--- config.mk ---
export PLATFORM = sky130hd
export DESIGN_NAME = unary_stream_gen
export DESIGN_NICKNAME = d
export VERILOG_FILES = /design/src/rtl/unary_pkg.sv /design/src/rtl/unary_therm_enc.sv /design/src/rtl/unary_stream_gen.sv
export SDC_FILE = /design/constraint.sdc
export NUM_CORES = 1
export LEC_CHECK = 0
export BUFFER_PORTS_ARGS = -buffer_cell sky130_fd_sc_hd__buf_4
export CAP_MARGIN = 20
export CORE_AREA = 10 10 77 79
export CTS_CLUSTER_DIAMETER = 150
export CTS_CLUSTER_SIZE = 20
export DETAILED_ROUTE_END_ITERATION = 8
export DIE_AREA = 0 0 87 89
export HOLD_SLACK_MARGIN = 0.06
export PLACE_DENSITY = 0.75
export SYNTH_ARGS = -nofsm -noshare
export SYNTH_HDL_FRONTEND = slang
export SYNTH_HIERARCHICAL = 1
export SYNTH_SLANG_ARGS = --single-unit
--- constraint.sdc ---
create_clock -name clk -period 3.1 [get_ports clk]
set_clock_uncertainty 0.1 [all_clocks]
set_input_delay 0.775 -clock clk [delete_from_list [all_inputs] [get_ports clk]]
set_output_delay 0.775 -clock clk [all_outputs]
set_load 0.005 [all_outputs]
--- src/rtl/unary_pkg.sv ---
// Shared types and helpers for the unary comparison transmit path.
// Pure declarations; no timing or flow control of its own.
package unary_pkg;

  localparam int UNARY_W = 16;

  typedef enum logic [0:0] {
    IDLE,
    STREAM
  } ustream_state_t;

  // Values of 16 and above naturally saturate to all ones.
  function automatic logic [UNARY_W-1:0] therm(input logic [4:0] v);
    logic [UNARY_W-1:0] t;
    t = '0;
    for (int i = 0; i < UNARY_W; i++) begin
      t[i] = (5'(i) < v);
    end
    return t;
  endfunction

  function automatic logic [3:0] bitrev4(input logic [3:0] x);
    return {x[0], x[1], x[2], x[3]};
  endfunction

endpackage

--- src/rtl/unary_therm_enc.sv ---
// Combinational 5-bit binary to 16-bit thermometer encoder, saturating above 16.
// Zero latency, no flow control.
module unary_therm_enc
  import unary_pkg::*;
(
  input  logic [4:0]         val,
  output logic [UNARY_W-1:0] code
);

  assign code = therm(val);

endmodule

--- src/rtl/unary_stream_gen.sv ---
// Expands one accepted level into DIM registered (a, b) thermometer word pairs.
// First word one cycle after accept, 1 word/clk; words hold while out_ready is low.
module unary_stream_gen
  import unary_pkg::*;
#(
  parameter int W     = 16,
  parameter int DIM   = 1024,
  parameter int PHASE = 0
) (
  input  logic                   clk,
  input  logic                   rst,
  input  logic                   in_valid,
  output logic                   in_ready,
  input  logic [4:0]             in_level,
  output logic                   out_valid,
  input  logic                   out_ready,
  output logic [W-1:0]           a_out,
  output logic [W-1:0]           b_out,
  output logic [$clog2(DIM)-1:0] out_idx,
  output logic                   out_last
);

  localparam int KW = $clog2(DIM);

  ustream_state_t state, state_nxt;
  logic [KW-1:0]  k, k_nxt;
  logic           accept, adv;
  logic [3:0]     thr;
  logic [W-1:0]   a_code, b_code;

  always_ff @(posedge clk) begin
    if (rst) begin
      state <= IDLE;
    end else begin
      state <= state_nxt;
    end
  end

  always_comb begin
    state_nxt = state;
    in_ready  = 1'b0;
    out_valid = 1'b0;
    unique case (state)
      IDLE: begin
        in_ready = 1'b1;
        if (in_valid) state_nxt = STREAM;
      end
      STREAM: begin
        out_valid = 1'b1;
        if (out_ready && out_last) state_nxt = IDLE;
      end
      default: state_nxt = IDLE;
    endcase
  end

  assign accept = in_valid && in_ready;
  assign adv    = out_valid && out_ready;

  // Both encoders look at the word being loaded next, not the one on the outputs.
  assign k_nxt = accept ? '0 : k + 1'b1;
  assign thr   = bitrev4(k_nxt[3:0] + 4'(PHASE));

  unary_therm_enc u_enc_a (
    .val  (in_level),
    .code (a_code)
  );

  unary_therm_enc u_enc_b (
    .val  ({1'b0, thr}),
    .code (b_code)
  );

  // a_out doubles as the latched level: loaded once per stream, constant after.
  always_ff @(posedge clk) begin
    if (rst) begin
      k        <= '0;
      a_out    <= '0;
      b_out    <= '0;
      out_last <= 1'b0;
    end else if (accept) begin
      k        <= '0;
      a_out    <= a_code;
      b_out    <= b_code;
      out_last <= 1'b0;
    end else if (adv) begin
      if (out_last) begin
        k        <= '0;
        a_out    <= '0;
        b_out    <= '0;
        out_last <= 1'b0;
      end else begin
        k        <= k_nxt;
        b_out    <= b_code;
        out_last <= (k_nxt == KW'(DIM - 1));
      end
    end
  end

  assign out_idx = k;

endmodule

==> flow_summary.json <==
{
  "diodes": 0,
  "avgViaCountPerCell": 5.59,
  "cts_root_buf": "clkbuf_8",
  "cp-start-kind": "flip-flop",
  "finalHoldViolCount": 0,
  "synth-seq-area-share": 0.403,
  "layout_commonest_cell": "buf_4",
  "cts_hold_buffers": 0,
  "syn_inst": 267,
  "grt_pass1_wl_um": 8650,
  "synth_top_area_frac": 0.403,
  "layout.nets": 317,
  "slew_headroom": 0.490,
  "power.leakage_nw": 1.07,
  "die_y_um": 89,
  "most-common-layout-cells": "56 x buf_4, 49 x nor2_1, 44 x dfxtp_1, 32 x a22oi_1, 19 x nand2_1",
  "dp_hpwl_um": 3730,
  "synth-edff-count": 0,
  "ir_drop_uv": 233,
  "first_iter_violations": 130,
  "rsz0062_at_grt": "no",
  "placed_area_um2": 2540,
  "drv_cap": 0,
  "period_share": 0.749,
  "netlist.top_cell.by_area": "dfxtp_1",
  "ys_types": 50,
  "fillers": 424,
  "synthTopCellsByArea": "dfxtp_1 40%, a22oi_1 11%, nor2_1 8.4%",
  "arrival_ns": 2.40,
  "die_area_um2": 7740,
  "setup_viol": 0,
  "async_flop_share": 0,
  "insertion_delay_ns": 0.29,
  "grt_max_degree": 37,
  "antenna_found_initial": 0,
  "die_x_um": 87,
  "tightest_slew_ns": 0.765,
  "multiInputGateArea_um2": 1150,
  "endpoint_kind": "flip-flop",
  "synth-seq-cells": 44,
  "outcome": "finished clean",
  "drive_above_1_share": 0.248,
  "grt_pass1_vias": 1877,
  "drc": 0,
  "grt_overflow": 0,
  "total_power_mw": 1.15,
  "port_buffers": 53,
  "cts_setup_buffers": 0,
  "cp.required_ns": 3.18,
  "fin_setup_tns_ns": 0,
  "clock_sinks": 44,
  "final_design_area_no_fill_um2": 2620,
  "syn2layout_area_growth_pct": 20.0,
  "min_period_ns": 2.32,
  "netlist_area_um2": 2190,
  "synth_flop_cell": "dfxtp_1",
  "powerDensity_nw_per_um2": 439,
  "tritoncts": "yes",
  "fin_util": 0.578,
  "register_area_um2": 881,
  "fmax_mhz": 431,
  "clockBufferDepth": 2,
  "ctsHtreeMaxLevel": 2,
  "path_max_fanout": 10,
  "initial_core_util": 0.482,
  "cts_made_buffers": 5,
  "min_path_type": "reg2reg",
  "syn_avg_cell_area_um2": 8.19,
  "core-area_um2": 4540,
  "yosysWarnings": 6,
  "gp_congestion": 0.794,
  "wl_per_cell_um": 14.7,
  "routed_wl_um": 5320,
  "cts_resized": 0,
  "ant_nets": 0,
  "path_class": "reg2reg",
  "grt_usage": 0.135,
  "vias": 2019,
  "clk_pin_slew_ns": 0.08,
  "first_pass_iters": 8,
  "fp-row-count": 25,
  "ios": 54,
  "slew_violations": 0
}
## layout make-up
| type | count | share of cell area |
|---|---|---|
| clock buffer | 6 | 0.0277 |
| clock inverter | 1 | 0.00191 |
| inverter | 6 | 0.00859 |
| multi-input combinational | 194 | 0.440 |
| sequential | 44 | 0.336 |
| tap | 54 | 0.0258 |
| timing repair buffer | 56 | 0.160 |
## Yosys cell counts (2+ instances only)
master / instances
dfxtp_1: 44
nand4b_1: 2
a31o_2: 2
o211ai_1: 3
nand2_1: 19
buf_2: 8
a21oi_2: 2
a21o_1: 4
or2_1: 2
or3_1: 3
or4_4: 2
nor3b_1: 2
nand3_1: 5
a22oi_1: 32
buf_4: 5
nand2b_1: 8
nor2_1: 49
a41o_2: 2
buf_6: 2
and4_1: 3
clkbuf_1: 7
inv_1: 6
a21oi_1: 12
o21ai_0: 9
nor3_1: 4
nor4_1: 5
nor2b_1: 2
## sequential cells by signal, summed over array words and instances, names as in the netlist
name	count
out_idx	10
state	1
out_last	1
a_out	16
b_out	16
## stage by stage
stage	instances	hold WS (ns)	setup WS (ns)
floorplan	268	0.390	0.388
global placement	354	0.383	0.561
detailed placement	354	0.387	0.525
CTS	361	0.411	0.758
global route	361	0.427	0.647
finish	361	0.405	0.778
## cells by family after synthesis
kind of cell | count (synthesis) | share of synthesized area
simple gates | 115 | 0.261
flops | 44 | 0.403
fa+ha+maj | 1 | 0.00572
mux | 1 | 0.00515
compound gates | 74 | 0.247
buf+inv | 30 | 0.0721
xor+xnor | 1 | 0.00401
other cells | 1 | 0.00172
## where the power goes
group	internal (mW)	total, mW	switching, mW	leakage, nW
combinational	0.0952	0.195	0.0999	0.667
sequential	0.598	0.621	0.0223	0.361
clock	0.153	0.336	0.182	0.0410
## critical path, cell delays in order (launching register included)
cell	delay, ns
dfxtp_1	0.48
ha_1	0.27
xnor2_1	0.17
nor2_1	0.08
buf_4	0.17
or4_4	0.53
or2_1	0.21
a22oi_1	0.15
nor2_1	0.05
## layer usage
metal  track usage  wire (um)  part of all wire  vias to the layer above
li1              -          -                 -                     1029
met1         0.165       2320              0.44                      922
met2         0.214       2500              0.47                       64
met3        0.0492        445             0.084                        4
met4        0.0486         49            0.0092                        0
met5             0          0                 0                        -
## worst paths after layout
check | start | endpoint | slack, ns | cells past startpoint
max | out_idx[0] | b_out[0] | 0.78 | 8
min | a_out[15] | a_out[15] | 0.41 | 2
max reg2reg | out_idx[0] | b_out[0] | 0.78 | 8
min reg2reg | a_out[15] | a_out[15] | 0.41 | 2
No activity file was read; power rests on OpenSTA's default activity.
